<file path="config.mk">
export PLATFORM = sky130hd
export DESIGN_NAME = pamp_sequencer
export DESIGN_NICKNAME = d
export VERILOG_FILES = /design/src/rtl/pamp_pkg.sv /design/src/rtl/pamp_sync2.sv /design/src/rtl/pamp_sequencer.sv
export SDC_FILE = /design/constraint.sdc
export NUM_CORES = 1
export LEC_CHECK = 0
export BUFFER_PORTS_ARGS = -buffer_cell sky130_fd_sc_hd__buf_2
export CORE_UTILIZATION = 55
export CTS_BUF_LIST = sky130_fd_sc_hd__clkbuf_4 sky130_fd_sc_hd__clkbuf_8
export DETAILED_ROUTE_END_ITERATION = 7
export HOLD_SLACK_MARGIN = 0.02
export PLACE_DENSITY = 0.76
export SYNTH_ARGS = -nofsm -noshare
export SYNTH_HDL_FRONTEND = slang
export SYNTH_SLANG_ARGS = --single-unit
</file>
<file path="constraint.sdc">
create_clock -name clk -period 2.8 [get_ports clk]
set_input_delay 0.56 -clock clk [delete_from_list [all_inputs] [get_ports clk]]
set_output_delay 0.56 -clock clk [all_outputs]
set_load 0.05 [all_outputs]
</file>
<file path="src/rtl/pamp_pkg.sv">
// Shared types for the PAMP grid/anode power sequencer.
// State and fault-code encodings are visible on the o_state/o_fault_code ports.
package pamp_pkg;

   typedef enum logic [2:0] {
      IDLE         = 3'd0,
      G1_RAMP      = 3'd1,
      AN_PERM_WAIT = 3'd2,
      AN_RAMP      = 3'd3,
      RUN          = 3'd4,
      STOPPING     = 3'd5,
      FAULT        = 3'd6
   } state_t;

   typedef enum logic [2:0] {
      NONE      = 3'd0,
      G1_TMO    = 3'd1,
      PERM_TMO  = 3'd2,
      AN_TMO    = 3'd3,
      G1_TRIP   = 3'd4,
      G1_LOST   = 3'd5,
      AN_LOST   = 3'd6,
      PERM_LOST = 3'd7
   } fault_code_t;

   localparam int DEF_G1_TIMEOUT   = 192;
   localparam int DEF_PERM_TIMEOUT = 128;
   localparam int DEF_AN_TIMEOUT   = 320;
   localparam int DEF_STOP_DWELL   = 64;

   function automatic int max4(input int a, input int b, input int c, input int d);
      int m;
      m = a;
      if (b > m) m = b;
      if (c > m) m = c;
      if (d > m) m = d;
      return m;
   endfunction

endpackage

</file>
<file path="src/rtl/pamp_sync2.sv">
// Two-flop synchronizer for one asynchronous operator input.
module pamp_sync2 (
   input  logic clk,
   input  logic reset,
   input  logic i_d,
   output logic o_q
);

   logic r_meta;
   logic r_sync;

   always_ff @(posedge clk or negedge reset) begin
      if (!reset) begin
         r_meta <= 1'b0;
         r_sync <= 1'b0;
      end else begin
         r_meta <= i_d;
         r_sync <= r_meta;
      end
   end

   assign o_q = r_sync;

endmodule

</file>
<file path="src/rtl/pamp_sequencer.sv">
// PAMP G1/anode power sequencer: ordered ramp-up, step timeouts, timed stop dwell,
// and a first-fault latch released by operator acknowledge.
module pamp_sequencer
   import pamp_pkg::*;
#(
   parameter int G1_TIMEOUT   = DEF_G1_TIMEOUT,
   parameter int PERM_TIMEOUT = DEF_PERM_TIMEOUT,
   parameter int AN_TIMEOUT   = DEF_AN_TIMEOUT,
   parameter int STOP_DWELL   = DEF_STOP_DWELL
) (
   input  logic       clk,
   input  logic       reset,
   input  logic       i_start,
   input  logic       i_stop,
   input  logic       i_fault_ack,
   input  logic       i_not_g1_on_perm,
   input  logic       i_g1_ok,
   input  logic       i_an_on_perm,
   input  logic       i_an_ok,
   output logic       o_g1_ps_act,
   output logic       o_an_ps_act,
   output logic       o_ready,
   output logic       o_fault,
   output logic [2:0] o_fault_code,
   output logic [2:0] o_state
);

   localparam int TMR_W = $clog2(max4(G1_TIMEOUT, PERM_TIMEOUT, AN_TIMEOUT, STOP_DWELL)) + 1;

   state_t           r_state;
   state_t           w_next_state;
   fault_code_t      r_fault_code;
   fault_code_t      w_next_code;
   fault_code_t      w_live_fault;
   logic [TMR_W-1:0] r_timer;

   logic w_start_s;
   logic w_stop_s;
   logic w_ack_s;
   logic r_start_d;
   logic r_ack_d;
   logic w_start_edge;
   logic w_ack_edge;
   logic w_active;

   pamp_sync2 u_sync_start (.clk(clk), .reset(reset), .i_d(i_start),     .o_q(w_start_s));
   pamp_sync2 u_sync_stop  (.clk(clk), .reset(reset), .i_d(i_stop),      .o_q(w_stop_s));
   pamp_sync2 u_sync_ack   (.clk(clk), .reset(reset), .i_d(i_fault_ack), .o_q(w_ack_s));

   always_ff @(posedge clk or negedge reset) begin
      if (!reset) begin
         r_start_d <= 1'b0;
         r_ack_d   <= 1'b0;
      end else begin
         r_start_d <= w_start_s;
         r_ack_d   <= w_ack_s;
      end
   end

   assign w_start_edge = w_start_s & ~r_start_d;
   assign w_ack_edge   = w_ack_s & ~r_ack_d;

   assign w_active = (r_state == G1_RAMP) || (r_state == AN_PERM_WAIT) ||
                     (r_state == AN_RAMP) || (r_state == RUN) || (r_state == STOPPING);

   // Interlock faults, lowest code first so simultaneous causes resolve deterministically.
   always_comb begin
      w_live_fault = NONE;
      if (w_active) begin
         if (i_not_g1_on_perm)
            w_live_fault = G1_TRIP;
         else if (!i_g1_ok && ((r_state == AN_PERM_WAIT) || (r_state == AN_RAMP) || (r_state == RUN)))
            w_live_fault = G1_LOST;
         else if (!i_an_ok && (r_state == RUN))
            w_live_fault = AN_LOST;
         else if (!i_an_on_perm && ((r_state == AN_RAMP) || (r_state == RUN)))
            w_live_fault = PERM_LOST;
      end
   end

   always_ff @(posedge clk or negedge reset) begin
      if (!reset)
         r_state <= IDLE;
      else
         r_state <= w_next_state;
   end

   // Progress/timeout first, then stop and faults override in rising priority.
   always_comb begin
      w_next_state = r_state;
      w_next_code  = NONE;
      case (r_state)
         IDLE: begin
            if (w_start_edge && !w_stop_s && !i_not_g1_on_perm)
               w_next_state = G1_RAMP;
         end
         G1_RAMP: begin
            if (i_g1_ok) begin
               w_next_state = AN_PERM_WAIT;
            end else if (r_timer == TMR_W'(G1_TIMEOUT - 1)) begin
               w_next_state = FAULT;
               w_next_code  = G1_TMO;
            end
         end
         AN_PERM_WAIT: begin
            if (i_an_on_perm) begin
               w_next_state = AN_RAMP;
            end else if (r_timer == TMR_W'(PERM_TIMEOUT - 1)) begin
               w_next_state = FAULT;
               w_next_code  = PERM_TMO;
            end
         end
         AN_RAMP: begin
            if (i_an_ok) begin
               w_next_state = RUN;
            end else if (r_timer == TMR_W'(AN_TIMEOUT - 1)) begin
               w_next_state = FAULT;
               w_next_code  = AN_TMO;
            end
         end
         RUN: begin
            w_next_state = RUN;
         end
         STOPPING: begin
            if (r_timer == TMR_W'(STOP_DWELL - 1))
               w_next_state = IDLE;
         end
         FAULT: begin
            if (w_ack_edge && !i_not_g1_on_perm)
               w_next_state = IDLE;
         end
         default: begin
            w_next_state = FAULT;
            w_next_code  = NONE;
         end
      endcase

      if (w_active && w_stop_s && (r_state != STOPPING)) begin
         w_next_state = STOPPING;
         w_next_code  = NONE;
      end
      if (w_live_fault != NONE) begin
         w_next_state = FAULT;
         w_next_code  = w_live_fault;
      end
   end

   // Saturating so a long RUN/IDLE dwell can never alias back onto a limit.
   always_ff @(posedge clk or negedge reset) begin
      if (!reset)
         r_timer <= '0;
      else if (w_next_state != r_state)
         r_timer <= '0;
      else if (r_timer != '1)
         r_timer <= r_timer + TMR_W'(1);
   end

   always_ff @(posedge clk or negedge reset) begin
      if (!reset)
         r_fault_code <= NONE;
      else if ((r_state != FAULT) && (w_next_state == FAULT))
         r_fault_code <= w_next_code;
      else if ((r_state == FAULT) && (w_next_state == IDLE))
         r_fault_code <= NONE;
   end

   always_comb begin
      o_g1_ps_act = 1'b0;
      o_an_ps_act = 1'b0;
      o_ready     = 1'b0;
      o_fault     = 1'b0;
      case (r_state)
         G1_RAMP, AN_PERM_WAIT, STOPPING: o_g1_ps_act = 1'b1;
         AN_RAMP: begin
            o_g1_ps_act = 1'b1;
            o_an_ps_act = 1'b1;
         end
         RUN: begin
            o_g1_ps_act = 1'b1;
            o_an_ps_act = 1'b1;
            o_ready     = 1'b1;
         end
         FAULT:   o_fault = 1'b1;
         default: o_fault = 1'b0;
      endcase
   end

   assign o_fault_code = r_fault_code;
   assign o_state      = r_state;

endmodule
</file>
==> Word level (Yosys, flattened, before mapping) <==
Index checks and enable logic that the tools add are counted.
{ "word_totals": {"inputBits": 9, "output_inout_bits": 10, "word_cells": 94, "reg_bits": 24} }
{ "op_classes": {"muxes": 34, "reduce_logical": 29, "n_addsub": 1, "n_bitwise": 4, "eq_ne": 15} }
{ "op_table": {"columns": ["op", "n"], "rows": [
  ["3-bit 2-to-1 mux", 20],
  ["3-bit case mux with 7 select lines", 1],
  ["10-bit 2-to-1 mux", 2],
  ["3-bit equality test (second input constant)", 4],
  ["10-bit by 1-bit adder with 10-bit output (second input constant)", 1],
  ["10-bit by 6-bit equality test with 1-bit output (second input constant)", 1],
  ["10-bit by 7-bit equality test with 1-bit output (second input constant)", 1],
  ["10-bit by 8-bit equality test with 1-bit output (second input constant)", 1],
  ["10-bit by 9-bit equality test with 1-bit output (second input constant)", 1],
  ["1-bit logical AND", 10],
  ["10-bit inequality test (second input constant)", 1],
  ["2-bit 2-to-1 mux", 4],
  ["1-bit logical OR", 7],
  ["3-bit by 2-bit equality test with 1-bit output (second input constant)", 2],
  ["3-bit logical NOT", 2],
  ["1-bit 2-to-1 mux", 6],
  ["3-bit inequality test (second input constant)", 2],
  ["2-bit case mux with 3 select lines", 1],
  ["1-bit logical NOT", 5],
  ["5-bit OR reduction", 1],
  ["2-bit nonzero test", 2],
  ["3-bit by 1-bit equality test with 1-bit output (second input constant)", 1],
  ["3-bit inequality test", 1],
  ["3-bit nonzero test", 1],
  ["other kinds (3)", 5]
]} }

==> Depth between registers and ports, before layout <==
Gate-level depths: netlist of run 1.
{ "depth": {"depth_word": 14, "ltp_mapped": 8, "depth_no_buf": 7} }

==> Modules after synthesis <==
A second synthesis of run 1 with hierarchy kept.
{ "hier_totals": {"cells_unflattened": 173, "area_unflattened_um2": 1571.5} }
{ "modules_own_cells": {"columns": ["mod", "seq_area_each_um2", "n_inst", "area_each_um2", "cells_each"], "rows": [
  ["pamp_sequencer", 450.4, 1, 1421.4, 167],
  ["pamp_sync2", 50.0, 3, 50.0, 2]
]} }

==> Worst setup path before layout of run 1 <==
No wires, ideal clock.
{ "synth_timing": {"kind": "reg2out", "start": "register r_state[1] (netlist: o_state[1])", "end": "output o_an_ps_act", "required_time_ps": 2240, "n_path_buf": 1, "t_arrival_ps": 2119, "path_stages_with_launch": 4, "setup_slack_ps": 121, "path_cell_list": "dfrtp_1 buf_2 nor3b_2 o21bai_1"} }
{ "synth_between": {"elab_chain_len": 3, "elab_cells_between_ends": 4, "classes_between": "2 x eq/ne; 1 x mux; 1 x reduce/logical"} }
{ "synth_lines": {"columns": ["item", "line_no", "text"], "rows": [
  ["from (decl)", "pamp_sequencer.sv:30", "state_t r_state;"],
  ["from (signal assigned)", "pamp_sequencer.sv:85", "r_state <= w_next_state;"],
  ["3-bit by 2-bit equality test with 1-bit output or 3-bit equality test (tied branches)", "pamp_sequencer.sv:172", "case (r_state)"],
  ["2-bit OR reduction (no source line) *", null, null],
  ["1-bit 2-to-1 mux *", "pamp_sequencer.sv:172", null],
  ["to (decl)", "pamp_sequencer.sv:21", "output logic o_an_ps_act,"]
]} }
Every way passes the cells marked *; elsewhere a longest branch is shown, timed or not.

==> Final worst setup path of run 1 <==
{ "layout_timing": {"start": "register r_state[1] (netlist: o_state[1])", "end": "output o_fault"} }
{ "layout_between": {"elab_chain_len": 2} }
{ "layout_lines": {"columns": ["item", "line_no", "text"], "rows": [
  ["3-bit equality test", "pamp_sequencer.sv:172", null],
  ["1-bit 2-to-1 mux", "pamp_sequencer.sv:172", null],
  ["to (decl)", "pamp_sequencer.sv:23", "output logic o_fault,"]
]} }
No other way between the ends.

==> results of run 1 <==
-- Yosys cell counts, types with 3 or more instances --
| cell | n |
|---|---|
| nand2b_1 | 6 |
| nor3_1 | 10 |
| xor2_1 | 3 |
| buf_2 | 5 |
| a211o_1 | 3 |
| inv_1 | 5 |
| nor2_1 | 6 |
| o21ai_0 | 8 |
| dfrtp_1 | 24 |
| nand2_1 | 10 |
| nand3_1 | 6 |
| buf_6 | 3 |
| nand4_1 | 6 |
| a21oi_1 | 10 |
-- where the power goes --
group	internal, uW	total [uW]	switching (uW)	leakage (uW)
sequential	393	516	123	0.000304
clock	145	253	108	0.0000279
combinational	306	929	623	0.000406
-- stage by stage --
step	power (uW)	cells	hold WS [ps]	instance area [um2]	setup WS, ps
finish	1700	217	177	1760	210
floorplan	1280	173	264	1640	121
detailed placement	1440	213	340	1710	338
CTS	1690	217	194	1760	213
global route	1780	217	226	1760	87.8
global placement	1410	213	333	1710	432
-- registers in the layout (all words and copies together) (netlist names) --
signal / count
r_timer: 10
o_fault_code: 3
o_state: 3
r_ack_d: 1
r_start_d: 1
u_sync_ack.o_q: 1
u_sync_ack.r_meta: 1
u_sync_start.o_q: 1
u_sync_start.r_meta: 1
u_sync_stop.o_q: 1
u_sync_stop.r_meta: 1
-- cell usage in the layout (no fill, tap or decap), types with 3 or more instances in the layout --
cell type,instances
a211o_1,3
a21oi_1,10
buf_2,18
clkbuf_4,3
dfrtp_1,24
inv_1,5
nand2_1,10
nand2b_1,6
nand3_1,6
nand4_1,6
nor2_1,6
nor3_1,10
o21ai_0,8
xor2_1,3
-- cell type report --
cell class	count	area share (%)
multi-input combinational	133	53.8
sequential	24	34.2
timing repair buffer	19	5.55
tap	31	2.21
clock inverter	1	1.71
clock buffer	3	1.28
inverter	6	1.28
-- kinds of logic after synthesis --
| group | after synthesis | synth area share (%) |
|---|---|---|
| AOI/OAI and AO/OA | 52 | 24.5 |
| DFF | 24 | 36.6 |
| adders and majority gates | 1 | 0.763 |
| muxes | 3 | 1.91 |
| xor gates and xnor gates | 4 | 2.14 |
| and+or+nand+nor | 73 | 28.4 |
| buffers and inverters | 16 | 5.65 |
-- layer usage --
layer / share of wire, % / routed length [um]
met1: 47 / 1700
met2: 47 / 1720
met3: 4.0 / 146
met4: 2.5 / 93
met5: 0 / 0
-- worst max-delay path, cell delays in order (launching register included) --
cell and delay, ps:
dfrtp_1 930, nand3_1 270, inv_1 210, buf_2 290
-- worst paths after layout --
path | from | endpoint
setup / recovery | o_state[1] | o_fault
hold / removal | reset | r_timer[1]
setup reg to reg | o_state[1] | o_fault_code[2]
hold reg to reg | u_sync_ack.r_meta | u_sync_ack.o_q
max in group asynchronous | reset | r_timer[2]
min in group clk | i_start | u_sync_start.r_meta
==> results.ini, run 1 <==
[logic_synthesis]
synth_edf_count = 0
syn-cell-area_mm2 = 0.00164
ys_seq_elements = 24
yosysUniqueCellTypes = 64
postSynth.asyncResetShare_pct = 100
syn_nets = 183
yosysWarnings = 0
synth_flop_cell = dfrtp_1
syn_area_per_cell_um2 = 9.47
synth_cells = 173
yosysTopAreaCell = dfrtp_1
ys_seq_area_share_pct = 36.6
synthDominantCellAreaShare_pct = 36.6
synthTopCellsByArea = dfrtp_1 (37%), a21oi_1 (3.1%), nor3_1 (3.1%), o21ai_0 (2.4%), nand2_1 (2.3%)

[sta]
grt_setup_unrepaired = no
period_share_pct = 92.5
drv_slew = 0
period_needed_ps = 2590
max_freq_mhz = 386
fin_skew_ps = 4.86
slew_headroom_pct = 42.6
finalSetupViolations = 0
worstMarginPinSlew_ps = 862
hold_viol = 0
finalSetupTns_ps = 0

[power]
ir_drop_mv = 0.796
p_leak_uw = 0.000738
cellPowerDensity_mw_per_mm2 = 966

[drt]
viasPerCell = 6.53
first_pass_iters = 4
drtAntennaViolNets = 0
routed_wirelength_um = 3660
vias = 1418
wire_per_inst_um = 16.8
drc = 0
drtIter0Drc = 87

[cells_and_area]
fin_nets = 197
final_core_util_pct = 63.2
drive_gt1_share_pct = 25.3
seqCellArea_um2 = 601
multiInputGateArea_um2 = 946
syn_to_final_growth_pct = 7.25
num-fill-cells = 221
diodes = 0

[grt]
antenna_found_initial = 0
grt.met1_usage_pct = 33.6
grt_util_met3_pct = 3.00
grt.met2_usage_pct = 38.7
grt_pass1_vias = 1355
track_usage_pct = 24.7
busiest_layer = met2
grt_max_degree = 29
grt_pass1_wl_um = 6100
grt-ovfl-total = 0

[placed_design]
gp_congestion = 0.885
dp_hpwl_um = 2690
io_buffers = 18

[worst_setup_path]
r2r_slack_ps = 280
rr_worst_depth = 6
critPathCaptureType = primary output
worstSetupPathType = reg -> out
startpoint_type = register
cp.arrival_ps = 2030
cp.required_ps = 2240
crit_fanout = 28

[die]
coreArea_mm2 = 0.00278
ios = 19
dieArea_mm2 = 0.00320
fp.dieW_um = 56.6
rows = 19
die_h_um = 56.6
start_util_pct = 58.9

[cts]
clk_latency_ps = 330
clockBufferDepth = 2
cts_setup_buffers = 0
cts.sinks = 24
numCtsBuffers = 3
htree_num_levels = 1
clk_pin_slew_ps = 130
post_cts_resized = 0
cts_tree = yes
root_buffer = clkbuf_4
hold_buffers = 0

[status]
outcome = finished clean

[hold_path]
hold_class = in -> async

[run]
cap_viol_max_count = 0

(Power assumes the default switching activity.)
==> run 2, diff against run 1 <==
--- a/config.mk
+++ b/config.mk
@@ -6,11 +6,11 @@
 export NUM_CORES = 1
 export LEC_CHECK = 0
 export BUFFER_PORTS_ARGS = -buffer_cell sky130_fd_sc_hd__buf_2
-export CORE_UTILIZATION = 55
+export CORE_UTILIZATION = 48
 export CTS_BUF_LIST = sky130_fd_sc_hd__clkbuf_4 sky130_fd_sc_hd__clkbuf_8
 export DETAILED_ROUTE_END_ITERATION = 7
 export HOLD_SLACK_MARGIN = 0.02
-export PLACE_DENSITY = 0.76
+export PLACE_DENSITY = 0.68
 export SYNTH_ARGS = -nofsm -noshare
 export SYNTH_HDL_FRONTEND = slang
 export SYNTH_SLANG_ARGS = --single-unit
==> run 2 against run 1 <==
  * Clock power shrank 28%
  * Clock skew is essentially flat
  * Largest power group unchanged
  * Maximum frequency grew 3.1%
  * Sequential share of layout area shrank 0.29 points
  * Clock-buffer cell count grew 1
  * Register-to-register slack gained 140 ps
==> results.ini, run 2 (synthesis results as in run 1) <==
[drt]
viasPerCell = 6.11  ; -6.5%
routed_wirelength_um = 3500  ; -4.4%
drtIter0Drc = 72  ; -17%
drtAntennaViolNets = 0  ; unchanged
wire_per_inst_um = 15.1  ; -11%
vias = 1418  ; unchanged
drc = 0  ; unchanged
first_pass_iters = 4  ; unchanged

[sta]
fin_skew_ps = 5.08  ; +0.222 ps
drv_slew = 0  ; unchanged
slew_headroom_pct = 57.7  ; +15 points
worstMarginPinSlew_ps = 634  ; -228 ps
period_needed_ps = 2510  ; -77.3 ps
finalSetupViolations = 0  ; unchanged
grt_setup_unrepaired = no
max_freq_mhz = 398  ; +3.1%
hold_viol = 0  ; unchanged
period_share_pct = 89.7  ; -2.8 points
finalSetupTns_ps = 0  ; unchanged

[worst_setup_path]
startpoint_type = register
worstSetupPathType = reg -> out
critPathCaptureType = primary output
cp.arrival_ps = 1950  ; -80 ps
cp.required_ps = 2240  ; about the same
crit_fanout = 23  ; -18%

[grt]
track_usage_pct = 21.5  ; -3.2 points
grt_max_degree = 25  ; -14%
antenna_found_initial = 0  ; unchanged
grt-ovfl-total = 0  ; unchanged
grt_pass1_vias = 1291  ; -4.7%
grt_pass1_wl_um = 5800  ; -4.9%

[cells_and_area]
largest_reg_flops = 10  ; unchanged
drive_gt1_share_pct = 26.1  ; +0.80 points
seqCellArea_um2 = 601  ; unchanged
fin_nets = 199  ; +1.0%
design_area_mm2 = 0.00177  ; +0.85%
syn_to_final_growth_pct = 8.17
num-fill-cells = 304  ; +38%
layout_common_cells = dfrtp_1 (24), buf_2 (18), a21oi_1 (10), nand2_1 (10), nor3_1 (10)
multiInputGateArea_um2 = 946  ; unchanged
diodes = 0  ; unchanged
top_register = r_timer
final_common_cell = dfrtp_1

[placed_design]
postPlaceCellArea_mm2 = 0.00174  ; +1.8%
dp_hpwl_um = 2580  ; -3.8%
io_buffers = 18  ; unchanged
gp_congestion = 0.881  ; -0.49%

[power]
ir_drop_mv = 0.308  ; -61%
p_leak_uw = 0.000740  ; +0.28%
power_uw = 1630  ; -4.2%
cellPowerDensity_mw_per_mm2 = 917  ; -5.0%

[cts]
htree_num_levels = 1  ; unchanged
clk_pin_slew_ps = 130  ; about the same
cts_tree = yes
cts.sinks = 24  ; unchanged
post_cts_resized = 0  ; unchanged
clockBufferDepth = 2  ; unchanged
cts_setup_buffers = 0  ; unchanged
clk_latency_ps = 310  ; -20 ps
hold_buffers = 0  ; unchanged
root_buffer = clkbuf_4
numCtsBuffers = 3  ; unchanged

[status]
outcome = finished clean

[hold_path]
hold_class = in -> async

[die]
rows = 20  ; +1
start_util_pct = 52.0  ; -6.9 points
die_h_um = 60.4  ; +6.8%
coreArea_mm2 = 0.00315  ; +13%
fp.dieW_um = 60.4  ; +6.8%
ios = 19  ; unchanged
dieArea_mm2 = 0.00365  ; +14%

[run]
cap_viol_max_count = 0  ; unchanged

-- run 2: cell count changes in the layout (fill, tap and decap cells not counted), sizes merged --
cell / previous run / this run
buf: 19 / 21
bufinv: 1 / 0
clkbuf: 3 / 4
-- run 2: power by group --
part / switching (uW) / leakage, uW / internal (uW) / total [uW]
registers: 105 / 0.000304 / 393 / 498
logic: 628 / 0.000415 / 319 / 947
clock network: 101 / 0.0000210 / 79.5 / 181
-- run 2: path summary, 6_finish.rpt --
check / slack (ps) / end / from / cells past startpoint
setup reg to reg: 420 / r_timer[9] / o_state[2] / 6
max in group asynchronous: 2240 / o_state[1] / reset / 1
min in group clk: 340 / u_sync_stop.r_meta / i_stop / 1
setup / recovery: 290 / o_fault / o_state[1] / 4
hold / removal: 200 / u_sync_stop.r_meta / reset / 1
hold reg to reg: 360 / u_sync_ack.o_q / u_sync_ack.r_meta / 0
-- run 2: critical path, stage by stage, from the launching register on --
cell and delay (ps):
dfrtp_1 770, buf_4 270, nand3_1 130, inv_1 180, buf_2 280
-- run 2: cell type report --
type                            instances  area share [%]
Multi-Input combinational cell        133            53.4
Tap cell                               44            3.11
Inverter                                6            1.27
Clock buffer                            4            2.05
Sequential cell                        24            33.9
Timing Repair Buffer                   21            6.35
-- run 2: metal layers --
layer / wire length [um] / vias to the layer above / share of wire [%] / GRT usage (%)
met4: 119 / 0 / 3.4 / 12.0
met3: 127 / 10 / 3.6 / 1.92
li1: - / 696 / - / -
met1: 1620 / 679 / 46 / 27.8
met5: 0 / - / 0 / 0
met2: 1630 / 33 / 47 / 35.5
-- run 2: metrics by stage --
stage / setup slack, ps / util (%) / instances / hold WS [ps]
CTS: 286 / 56.2 / 232 / 211
floorplan: 121 / - / 173 / 264
global route: 135 / 56.2 / 232 / 234
finish: 287 / 56.2 / 232 / 202
global placement: 510 / 55.1 / 228 / 332
detailed placement: 443 / 55.1 / 228 / 336
==> run 3, diff against run 2 <==
==> constraint.sdc (replaced) <==
create_clock -name clk -period 2.8 [get_ports clk]
set_input_delay 0.14 -clock clk [delete_from_list [all_inputs] [get_ports clk]]
set_output_delay 0.14 -clock clk [all_outputs]
set_load 0.05 [all_outputs]
==> run 3 against run 2 <==
  * Register-to-register slack better by 20 ps
  * Clock-buffer cell count is 1 lower
  * Sequential share of layout area is 1.0 points lower
  * Sequential cell count stayed put
  * Sequential power is essentially flat
  * Routed wire length is 2.0% higher
  * Worst setup slack improved by 150 ps
  * Non-clock buffer count grew 4
  * Clock skew up 3.3 ps
  * Largest cell class unchanged
==> results.ini, run 3 (synthesis results as in run 1) <==
[sta]
period_needed_ps = 2360  ; -152 ps
worst_slack_ps = 439  ; +152 ps
finalSetupViolations = 0  ; unchanged
finalSetupTns_ps = 0  ; unchanged
grt_setup_unrepaired = no
slew_headroom_pct = 57.1  ; -0.63 points
drv_slew = 0  ; unchanged
fin_skew_ps = 8.43  ; +3.35 ps
max_freq_mhz = 424  ; +6.4%
worstMarginPinSlew_ps = 644  ; +9.50 ps
period_share_pct = 84.3  ; -5.4 points
hold_viol = 0  ; unchanged

[run]
cap_viol_max_count = 0  ; unchanged

[worst_setup_path]
startpoint = o_state[1]
cp.arrival_ps = 2570  ; +620 ps
critPathCaptureType = register
rr_worst_depth = 6  ; unchanged
cp.required_ps = 3010  ; +770 ps
crit_fanout = 23  ; unchanged
rr_startpoint = o_state[1]
worstSetupPathType = reg -> reg
startpoint_type = register

[drt]
drc = 0  ; unchanged
routed_wirelength_um = 3570  ; +2.0%
viasPerCell = 6.07  ; -0.72%
drtAntennaViolNets = 0  ; unchanged
vias = 1432  ; +0.99%
wire_per_inst_um = 15.1  ; +0.27%
first_pass_iters = 4  ; unchanged
drtIter0Drc = 94  ; +31%

[die]
dieArea_mm2 = 0.00365  ; unchanged
fp.dieW_um = 60.4  ; unchanged
ios = 19  ; unchanged
die_h_um = 60.4  ; unchanged
start_util_pct = 52.0  ; unchanged
coreArea_mm2 = 0.00315  ; unchanged
rows = 20  ; unchanged

[power]
power.share.clock_pct = 14.5  ; +3.4 points
p_leak_uw = 0.000763  ; +3.2%
pwr-share-seq_pct = 29.2  ; -1.4 points
intPower_uw = 860  ; +8.7%
swShare_pct = 49.4  ; -1.9 points
power.switching_uw = 841  ; +0.75%
p_comb_share_pct = 56.2  ; -2.0 points
cellPowerDensity_mw_per_mm2 = 930  ; +1.4%
ir_drop_mv = 0.334  ; +8.4%

[grt]
antenna_found_initial = 0  ; unchanged
grt.met1_usage_pct = 28.2  ; +0.42 points
track_usage_pct = 22.0  ; +0.49 points
grt_pass1_wl_um = 5980  ; +3.0%
grt.met2_usage_pct = 38.3  ; +2.8 points
grt_util_met3_pct = 2.77  ; +0.85 points
busiest_layer = met2
grt_pass1_vias = 1306  ; +1.2%
grt_max_degree = 25  ; unchanged
grt-ovfl-total = 0  ; unchanged

[placed_design]
io_buffers = 18  ; unchanged
place_inst = 228  ; unchanged
gp_congestion = 0.882  ; +0.11%
dp_hpwl_um = 2640  ; +2.3%
place_ws_ps = 483  ; +39.4 ps

[cells_and_area]
drive_gt1_share_pct = 25.5  ; -0.54 points
final_core_util_pct = 58.0  ; +1.8 points
seqCellArea_um2 = 601  ; unchanged
layout_common_cells = dfrtp_1 (24), buf_2 (18), a21oi_1 (10), nand2_1 (10), nor3_1 (10)
largest_reg_flops = 10  ; unchanged
num-fill-cells = 307  ; +0.99%
top_register = r_timer
final_cells = 236  ; +1.7%
diodes = 0  ; unchanged
multiInputGateArea_um2 = 946  ; unchanged
fin_nets = 203  ; +2.0%
final_common_cell = dfrtp_1
syn_to_final_growth_pct = 11.6

[cts]
cts_tree = yes
root_buffer = clkbuf_4
htree_num_levels = 1  ; unchanged
numCtsBuffers = 3  ; unchanged
clk_pin_slew_ps = 120  ; about the same
clockBufferDepth = 2  ; unchanged
cts.sinks = 24  ; unchanged
clk_latency_ps = 310  ; about the same
cts_setup_buffers = 0  ; unchanged

[hold_path]
hold_class = in -> reg
hp-start = i_not_g1_on_perm
hold_depth = 4

[status]
outcome = finished clean

-- run 3: cell types whose count changed in the layout (fill, tap and decap cells not counted), sizes merged --
cell,delta
bufinv,+1
clkbuf,-1
dlygate4sd3,+4
-- run 3: metrics by stage --
stage               instance area (um2)  hold WS, ps  power [uW]
global placement                   1740          145        1430
floorplan                          1640         -156        1280
CTS                                1830          287        1710
detailed placement                 1740          148        1450
finish                             1830          298        1700
global route                       1830          328        1820
-- run 3: what timing repair did --
| item | 4_1_cts | 5_1_grt |
|---|---|---|
| endpoints found under the hold margin | 27 | 0 |
| gates resized for setup | 0 | 0 |
| hold buffers | 4 | 0 |
-- run 3: worst max-delay path: stages, from the launching register on --
cell and delay, ps:
dfrtp_1 780, nor2_1 210, a211oi_1 250, a31oi_1 90, a22o_1 350, or3_1 380, a31o_1 210
-- run 3: worst paths after layout --
kind / slack [ps] / endpoint
max: 440 / o_fault_code[2]
min reg2reg: 370 / u_sync_ack.o_q
max in group asynchronous: 2110 / o_state[2]
min: 300 / o_fault_code[0]
min in group asynchronous: 330 / r_timer[8]
max reg2reg: 440 / o_fault_code[2]
-- run 3: power groups by stage --
stage	registers, uW	logic (uW)	clock network (uW)
after global placement	497	936	0
after floorplan	541	734	0
after CTS	492	960	254
after global routing	507	1050	272
after detailed placement	499	953	0
final	497	956	247
-- run 3: metal layers --
layer / vias up / wire length, um
met5: - / 0
met4: 0 / 46
met3: 6 / 142
met2: 39 / 1720
met1: 686 / 1660
li1: 701 / -
-- run 3: cell type report --
cell class / count / share of cell area [%]
clock inverters: 1 / 1.64
inverters: 6 / 1.23
flip-flops and latches: 24 / 32.8
repair buffers: 25 / 8.34
multi-input cells: 133 / 51.7
clock buffers: 3 / 1.23
well taps: 44 / 3.01
